$ cat src/rtl/seq_shift_pkg.sv
// seq_shift_pkg
//   Shared definitions for the sequential right shifter: the FSM state
//   encoding and the default operand / shift-amount widths.
package seq_shift_pkg;

  typedef enum logic [1:0] {
    ST_IDLE  = 2'd0,
    ST_SHIFT = 2'd1,
    ST_DONE  = 2'd2
  } state_e;

  localparam int DEF_NIO = 8;  // operand / result width
  localparam int DEF_SAW = 3;  // shift-amount width

endpackage : seq_shift_pkg

$ cat src/rtl/seq_shift_right.sv
// seq_shift_right
//   Multi-cycle right shifter. Shifts an NIO-bit operand right by SH
//   positions, one position per clock, with sign fill (ARITH=1) or zero
//   fill (ARITH=0). Companion to the ALU's combinational shift-left.
//
// Ports
//   clk        system clock, rising edge
//   rst_n      synchronous active-low reset
//   start      request, sampled only while idle
//   A          operand, captured on an accepted start
//   SH         shift amount 0..2^SAW-1, captured on an accepted start
//   ARITH      1 = arithmetic (sign fill), 0 = logical (zero fill)
//   Z          result, registered, held until the next result loads
//   OV         inexact flag: some shifted-out bit was 1; held with Z
//   busy       high whenever the FSM is not idle
//   done       one-cycle pulse while in the DONE state
//   dbg_state  current FSM state encoding
//
// Handshake: a start is accepted on a rising edge where start=1 and
// busy=0. Exactly one done pulse follows SH+1 cycles later (1 cycle for
// SH=0). Any start seen while busy=1, including the DONE cycle, is
// dropped, not queued. Z/OV change only on the edge entering DONE.
//
// Parameter constraint: NIO >= 2^SAW, so the largest shift never
// consumes the whole operand.
module seq_shift_right
  import seq_shift_pkg::*;
#(
  parameter int NIO = DEF_NIO,
  parameter int SAW = DEF_SAW
) (
  input  logic           clk,
  input  logic           rst_n,
  input  logic           start,
  input  logic [NIO-1:0] A,
  input  logic [SAW-1:0] SH,
  input  logic           ARITH,
  output logic [NIO-1:0] Z,
  output logic           OV,
  output logic           busy,
  output logic           done,
  output logic [1:0]     dbg_state
);

  state_e         state_q,  state_d;
  logic [NIO-1:0] acc_q,    acc_d;
  logic [SAW-1:0] cnt_q,    cnt_d;
  logic           fill_q,   fill_d;
  logic           sticky_q, sticky_d;
  logic [NIO-1:0] z_q,      z_d;
  logic           ov_q,     ov_d;

  // One-position shift of the working value and the sticky bit that
  // would result from it; used both for the running update and for the
  // final load into Z/OV so the last shift is included in the result.
  logic [NIO-1:0] acc_shift;
  logic           sticky_shift;

  assign acc_shift    = {fill_q, acc_q[NIO-1:1]};
  assign sticky_shift = sticky_q | acc_q[0];

  always_comb begin
    state_d  = state_q;
    acc_d    = acc_q;
    cnt_d    = cnt_q;
    fill_d   = fill_q;
    sticky_d = sticky_q;
    z_d      = z_q;
    ov_d     = ov_q;

    case (state_q)
      ST_IDLE: begin
        if (start) begin
          acc_d    = A;
          cnt_d    = SH;
          fill_d   = ARITH & A[NIO-1];
          sticky_d = 1'b0;
          if (SH == '0) begin
            // Nothing to shift: result is the operand itself, exact.
            state_d = ST_DONE;
            z_d     = A;
            ov_d    = 1'b0;
          end else begin
            state_d = ST_SHIFT;
          end
        end
      end

      ST_SHIFT: begin
        acc_d    = acc_shift;
        sticky_d = sticky_shift;
        cnt_d    = cnt_q - SAW'(1);
        if (cnt_q == SAW'(1)) begin
          state_d = ST_DONE;
          z_d     = acc_shift;
          ov_d    = sticky_shift;
        end
      end

      ST_DONE: begin
        state_d = ST_IDLE;
      end

      default: begin
        state_d = ST_IDLE;
      end
    endcase
  end

  always_ff @(posedge clk) begin
    if (!rst_n) begin
      state_q  <= ST_IDLE;
      acc_q    <= '0;
      cnt_q    <= '0;
      fill_q   <= 1'b0;
      sticky_q <= 1'b0;
      z_q      <= '0;
      ov_q     <= 1'b0;
    end else begin
      state_q  <= state_d;
      acc_q    <= acc_d;
      cnt_q    <= cnt_d;
      fill_q   <= fill_d;
      sticky_q <= sticky_d;
      z_q      <= z_d;
      ov_q     <= ov_d;
    end
  end

  // Status outputs decode the state register only, never start.
  assign Z         = z_q;
  assign OV        = ov_q;
  assign busy      = (state_q != ST_IDLE);
  assign done      = (state_q == ST_DONE);
  assign dbg_state = state_q;

endmodule : seq_shift_right
$ cat config.mk
export PLATFORM = sky130hd
export DESIGN_NAME = seq_shift_right
export DESIGN_NICKNAME = d
export VERILOG_FILES = /design/src/rtl/seq_shift_pkg.sv /design/src/rtl/seq_shift_right.sv
export SDC_FILE = /design/constraint.sdc
export NUM_CORES = 1
export LEC_CHECK = 0
export CAP_MARGIN = 20
export CELL_PAD_IN_SITES_DETAIL_PLACEMENT = 1
export CELL_PAD_IN_SITES_GLOBAL_PLACEMENT = 2
export CORE_AREA = 3 3 50 86
export DETAILED_ROUTE_END_ITERATION = 10
export DIE_AREA = 0 0 53 89
export GPL_TIMING_DRIVEN = 0
export PLACE_DENSITY = 0.78
export SYNTH_ARGS = -nofsm -noshare
export SYNTH_HDL_FRONTEND = slang
export SYNTH_SLANG_ARGS = --single-unit
$ cat constraint.sdc
create_clock -name clk -period 3.87 [get_ports clk]
set_input_delay 0.774 -clock clk [delete_from_list [all_inputs] [get_ports clk]]
set_output_delay 0.774 -clock clk [all_outputs]
set_load 0.01 [all_outputs]
==> results.sh, run 1 <==
export IMPL_root_buffer="clkbuf_8"
export IMPL_final_antenna_net_count=0
export IMPL_areaGrowthSynthToFinish_pct=33.4
export IMPL_synth_nets=129
export IMPL_end_kind="output pin"
export IMPL_yosysMostFrequentCell="dfxtp_1"
export IMPL_design_die_area_um2=4720
export IMPL_drive_gt1_frac=0.0845
export IMPL_grt_usage=0.137
export IMPL_grt_pass1_vias=1009
export IMPL_slowest_stage="clkdlybuf4s50_1"
export IMPL_ys_ff_latch=24
export IMPL_die_y_um=89
export IMPL_grt_first_pass_wirelength_mm=4.77
export IMPL_synth_cells=112
export IMPL_switching_share=0.284
export IMPL_max_stage_delay_ps=540
export IMPL_slew_viol_final=0
export IMPL_seq_area_um2=480
export IMPL_worstSetupStartpointType="flop"
export IMPL_syn_area_um2=1110
export IMPL_setup_tns_final_ps=0
export IMPL_min_path_type="reg -> reg"
export IMPL_grt_max_degree=13
export IMPL_holdWs_ps=465
export IMPL_cts_max_level=1
export IMPL_finalClockSkew_ps=3.70
export IMPL_nNetsFinal=161
export IMPL_clock_latency_ps=260
export IMPL_clockBufferDepth=2
export IMPL_ctsHoldBuffers=0
export IMPL_clk_pin_slew_ps=80
export IMPL_yosys_warnings=0
export IMPL_worstSetupPathType="reg -> out"
export IMPL_cts_resized_gates=0
export IMPL_synthFlopType="dfxtp_1"
export IMPL_yosys_area_top_type="dfxtp_1"
export IMPL_drv_cap=0
export IMPL_vias=918
export IMPL_placementRows=29
export IMPL_layout_setup_ws_ps=1650
export IMPL_vias_per_cell=4.88
export IMPL_finalCritPeriodShare=0.574
export IMPL_drt_total_wl_mm=2.68
export IMPL_gp_congestion=0.702
export IMPL_intPower_mw=0.431
export IMPL_combPwrFrac=0.275
export IMPL_yosys_top_cells_area="dfxtp_1 (43%), o211a_1 (15%), nand2_1 (7.8%), mux2i_1 (7.2%), ha_1 (2.3%)"
export IMPL_syn_area_per_cell_um2=9.88
export IMPL_port_buffers=27
export IMPL_hpwl_mm=2.11
export IMPL_synth_top_area_frac=0.434
export IMPL_multi_input_area_um2=552
export IMPL_status="complete, no violations"
export IMPL_post_cts_buffers=0
export IMPL_power_leakage_nw=0.766
export IMPL_crit_required_ps=3100
export IMPL_synth_cell_types=31
export IMPL_clkPwrFrac=0.243
export IMPL_drt_initial_drc_count=14
export IMPL_synth_edff_count=0
export IMPL_worstPathArrival_ps=1450
export IMPL_pin_count=28
export IMPL_cts_tree="built"
export IMPL_tightest_slew_ps=485
export IMPL_ys_seq_area_frac=0.434
export IMPL_grt_overflow=0
export IMPL_peakVddDrop_mv=0.225
export IMPL_crit_fanout=8
export IMPL_fin_crit_ps=2220
export IMPL_dr_pass1_iters=4
export IMPL_synth_common_cells="dfxtp_1 (24), nand2_1 (23), o211a_1 (17)"
export IMPL_drcViolationCount=0
export IMPL_fill_cells=425
export IMPL_async_flop_share=0
export IMPL_die_w_um=53
export IMPL_clock_sinks=24
export IMPL_hold_viol_final=0
export IMPL_insertedDiodeCount=0
export IMPL_setup_viol=0
export IMPL_power_density_nw_per_um2=409
export IMPL_fmax_mhz=450
export IMPL_routedWlPerCell_um=14.2
export IMPL_rsz0062_at_grt="no"
export IMPL_core_um2=3660
export IMPL_p_seq_frac=0.482
export IMPL_cts_buffers=3
export IMPL_initial_core_util=0.302
export IMPL_preCtsSetupSlack_ps=1490
export IMPL_p_sw_mw=0.171
export IMPL_relSlewSlack=0.677
export IMPL_antenna_found_initial=0
export IMPL_critical_path_cell_chain="nor2b_1 -> clkdlybuf4s50_1"
## sequential cells by signal (all words and copies together) (netlist names)
| name | flops |
|---|---|
| Z | 8 |
| dbg_state | 2 |
| fill_q | 1 |
| cnt_q | 3 |
| OV | 1 |
| sticky_q | 1 |
| acc_q | 8 |
## placed cells by master (no fill, tap or decap)
cell type | synthesis | layout
a21boi_0 | 3 | 3
buf_2 | 1 | 1
clkbuf_8 | 0 | 3
nor2b_1 | 1 | 1
clkbuf_1 | 2 | 2
nor4bb_1 | 1 | 1
and2_1 | 1 | 1
buf_6 | 1 | 1
a2bb2oi_1 | 1 | 1
nor2_2 | 1 | 1
a21oi_1 | 2 | 2
nor3b_2 | 1 | 1
buf_12 | 1 | 1
o211ai_1 | 1 | 1
clkdlybuf4s50_1 | 0 | 27
nor3_1 | 2 | 2
dfxtp_1 | 24 | 24
o21a_1 | 1 | 1
nor2_1 | 2 | 2
o21ai_2 | 1 | 1
o2111ai_2 | 1 | 1
mux2i_1 | 8 | 8
o21ai_0 | 2 | 2
buf_4 | 2 | 2
inv_1 | 4 | 4
nand2_1 | 23 | 23
o22a_1 | 1 | 1
o211a_1 | 17 | 17
a211o_1 | 1 | 1
and2b_1 | 1 | 1
nand3_1 | 2 | 2
nand2b_1 | 1 | 1
ha_1 | 2 | 2
## logic make-up after synthesis
family / synth area share
fa+ha+maj: 0.0226
simple gates: 0.153
buf+inv: 0.0667
compound gates: 0.251
flops: 0.434
mux: 0.0724
## per-stage QoR
| step | std cells | power (mW) | util | area, um2 |
|---|---|---|---|---|
| global placement | 185 | 0.459 | 0.391 | 1430 |
| floorplan | 112 | 0.396 | - | 1110 |
| detailed placement | 185 | 0.465 | 0.391 | 1430 |
| CTS | 188 | 0.608 | 0.403 | 1480 |
| finish | 188 | 0.603 | 0.403 | 1480 |
| global route | 188 | 0.645 | 0.403 | 1480 |
## critical path: cells and delay by family, from the launching register on
| kind | cells | cell delay, ps |
|---|---|---|
| buffers and inverters | 1 | 540 |
| flip-flops | 1 | 470 |
| AND/OR/NAND/NOR | 1 | 180 |
## path summary, 6_finish.rpt
kind,from,endpoint,depth (start not counted),slack (ps)
max,dbg_state[1]$_SDFFE_PN0P_,done,2,1650
min,OV$_SDFFE_PN0P_,OV$_SDFFE_PN0P_,2,470
max reg2reg,dbg_state[0]$_SDFFE_PN0P_,OV$_SDFFE_PN0P_,7,2340
min reg2reg,OV$_SDFFE_PN0P_,OV$_SDFFE_PN0P_,2,470
## power by group through the flow
stage               registers (mW)  logic [mW]  clock network [mW]
detailed placement           0.296       0.169                   0
global placement             0.296       0.164                   0
CTS                          0.291       0.169               0.148
finish                       0.291       0.166               0.146
floorplan                    0.299      0.0969                   0
global route                 0.295       0.186               0.164
## metal layers
layer  wire length, um  GRT usage
met5                 0          0
met4                44     0.0558
met3               102     0.0184
met2              1470      0.257
met1              1060      0.148
## cell type report
| cell class | instances | share of cell area |
|---|---|---|
| Buffer | 7 | 0.0399 |
| Tap cell | 46 | 0.0390 |
| Clock buffer | 3 | 0.0280 |
| Timing Repair Buffer | 27 | 0.183 |
| Sequential cell | 24 | 0.326 |
| Inverter | 4 | 0.0102 |
| Multi-Input combinational cell | 77 | 0.374 |
Note: power is estimated with default switching activity, not from simulation.
==> run 2, diff against run 1 <==
--- a/config.mk
+++ b/config.mk
@@ -8,11 +8,11 @@
 export CAP_MARGIN = 20
 export CELL_PAD_IN_SITES_DETAIL_PLACEMENT = 1
 export CELL_PAD_IN_SITES_GLOBAL_PLACEMENT = 2
-export CORE_AREA = 3 3 50 86
+export CORE_AREA = 3 3 54 93
 export DETAILED_ROUTE_END_ITERATION = 10
-export DIE_AREA = 0 0 53 89
+export DIE_AREA = 0 0 57 96
 export GPL_TIMING_DRIVEN = 0
-export PLACE_DENSITY = 0.78
+export PLACE_DENSITY = 0.7
 export SYNTH_ARGS = -nofsm -noshare
 export SYNTH_HDL_FRONTEND = slang
 export SYNTH_SLANG_ARGS = --single-unit
==> constraint.sdc (replaced) <==
create_clock -name clk -period 1.86 [get_ports clk]
set_input_delay 0.372 -clock clk [delete_from_list [all_inputs] [get_ports clk]]
set_output_delay 0.372 -clock clk [all_outputs]
set_load 0.01 [all_outputs]
==> run 2 against run 1 <==
Non-clock buffer count stayed put. Hold slack gained 5.7 ps. Critical endpoint is now busy. Cell count grew 3.2%. Design area rose by 1.6%. Sequential share of layout area shrank 0.43 points. Critical path type unchanged.
==> results.sh, run 2 (synthesis results as in run 1) <==
export IMPL_status="complete, no violations"
export IMPL_min_path_cells=2
export IMPL_grt_pass1_vias=995
export IMPL_root_buffer="clkbuf_8"
export IMPL_hold_viol_final=0
export IMPL_power_leakage_nw=0.774
export IMPL_final_antenna_net_count=0
export IMPL_vias_per_cell=4.79
export IMPL_setup_tns_final_ps=0
export IMPL_worstSetupStartpointType="flop"
export IMPL_layout_commonest_cell="clkdlybuf4s50_1"
export IMPL_vias=930
export IMPL_fin_util=0.340
export IMPL_worstPathArrival_ps=1390
export IMPL_grt_overflow=0
export IMPL_min_path_type="reg -> reg"
export IMPL_ctsHoldBuffers=0
export IMPL_grt_usage=0.112
export IMPL_fin_crit_ps=1760
export IMPL_max_stage_delay_ps=520
export IMPL_finalCritPeriodShare=0.946
export IMPL_die_y_um=96
export IMPL_clock_latency_ps=270
export IMPL_r2r_start="cnt_q[0]$_SDFFE_PN0P_"
export IMPL_pin_count=28
export IMPL_rsz0062_at_grt="no"
export IMPL_hpwl_mm=2.22
export IMPL_dr_pass1_iters=3
export IMPL_port_buffers=27
export IMPL_initial_core_util=0.251
export IMPL_die_w_um=57
export IMPL_min_to="OV$_SDFFE_PN0P_"
export IMPL_tightest_slew_ps=497
export IMPL_routedWlPerCell_um=14.7
export IMPL_drive_gt1_frac=0.105
export IMPL_min_from="OV$_SDFFE_PN0P_"
export IMPL_fmax_mhz=568
export IMPL_worstSetupPathType="reg -> out"
export IMPL_reg2reg_depth=7
export IMPL_critical_path_cell_chain="buf_4 -> nor2_2 -> inv_1 -> clkdlybuf4s50_1"
export IMPL_cts_max_level=1
export IMPL_cts_buffers=3
export IMPL_rrSetupSlack_ps=300
export IMPL_grt_first_pass_wirelength_mm=4.71
export IMPL_end_kind="output pin"
export IMPL_finalClockSkew_ps=3.48
export IMPL_core_um2=4400
export IMPL_gp_congestion=0.684
export IMPL_preCtsSetupSlack_ps=-121
export IMPL_grt_max_degree=14
export IMPL_critPathBufInv=3
export IMPL_placementRows=32
export IMPL_drt_total_wl_mm=2.85
export IMPL_slowest_stage="clkdlybuf4s50_1"
export IMPL_insertedDiodeCount=0
export IMPL_power_density_nw_per_um2=877
export IMPL_crit_fanout=9
export IMPL_nNetsFinal=161
export IMPL_drt_initial_drc_count=4
export IMPL_crit_required_ps=1490
export IMPL_cp_top_family="buffers and inverters"
export IMPL_setup_viol=0
export IMPL_drv_cap=0
export IMPL_holdWs_ps=471
export IMPL_areaGrowthSynthToFinish_pct=35.5
export IMPL_clock_sinks=24
export IMPL_layout_setup_ws_ps=99.8
export IMPL_reg2reg_to="OV$_SDFFE_PN0P_"
export IMPL_relSlewSlack=0.669
export IMPL_clockBufferDepth=2
export IMPL_cts_tree="built"
export IMPL_design_die_area_um2=5470
export IMPL_layout_common_cells="clkdlybuf4s50_1 (27), dfxtp_1 (23), nand2_1 (23), o211a_1 (17), mux2i_1 (8)"
export IMPL_peakVddDrop_mv=0.401
export IMPL_crit_cells=4
export IMPL_antenna_found_initial=0
export IMPL_slew_viol_final=0
export IMPL_drcViolationCount=0
export IMPL_clk_pin_slew_ps=90
## run 2: stage by stage
step	cell area [um2]	std cells	power (mW)
5_1_grt	1500	194	1.40
2_1_floorplan	1110	112	0.823
4_1_cts	1500	194	1.34
3_5_place_dp	1440	190	0.972
6_report	1500	194	1.32
3_3_place_gp	1440	190	0.961
## run 2: metal layers
metal	global-route usage	vias to the layer above	routed length [um]
met3	0.0215	5	118
li1	-	460	-
met2	0.215	22	1520
met5	0	-	0
met4	0.0580	0	70
met1	0.112	443	1140
## run 2: report_power, final
group          total (mW)  internal [mW]  switching [mW]
sequential          0.607          0.571          0.0360
combinational       0.345          0.182           0.163
clock               0.363          0.189           0.174
total                1.32          0.942           0.373
## run 2: cell type report
type | count | area, um2
Multi-Input combinational cell | 77 | 554
Clock buffer | 4 | 55.1
Timing Repair Buffer | 27 | 270
Buffer | 7 | 58.8
Sequential cell | 24 | 482
Inverter | 4 | 15.0
Fill cell | 530 | 2910
Tap cell | 51 | 63.8
## run 2: timing repair
item                       in CTS  in global routing
gates resized for setup         0                  2
setup buffers                   0                  0
setup endpoints to repair       0                  2
## run 2: worst max-delay path by stage
stage / startpoint / to / slack (ps)
2_1_floorplan: dbg_state[0]$_SDFFE_PN0P_ / OV$_SDFFE_PN0P_ / 470
3_3_place_gp: start / OV$_SDFFE_PN0P_ / -110
3_5_place_dp: start / OV$_SDFFE_PN0P_ / -120
4_1_cts: dbg_state[1]$_SDFFE_PN0P_ / busy / 20
5_1_grt: dbg_state[0]$_SDFFE_PN0P_ / busy / 30
6_report: dbg_state[0]$_SDFFE_PN0P_ / busy / 100
## run 2: worst reg2reg max path: stages (launching register included)
cell and delay, ps:
dfxtp_1 390, ha_1 200, nor4bb_1 250, o22a_1 190, buf_6 150, buf_12 140
o2111ai_2 110, o21ai_2 80
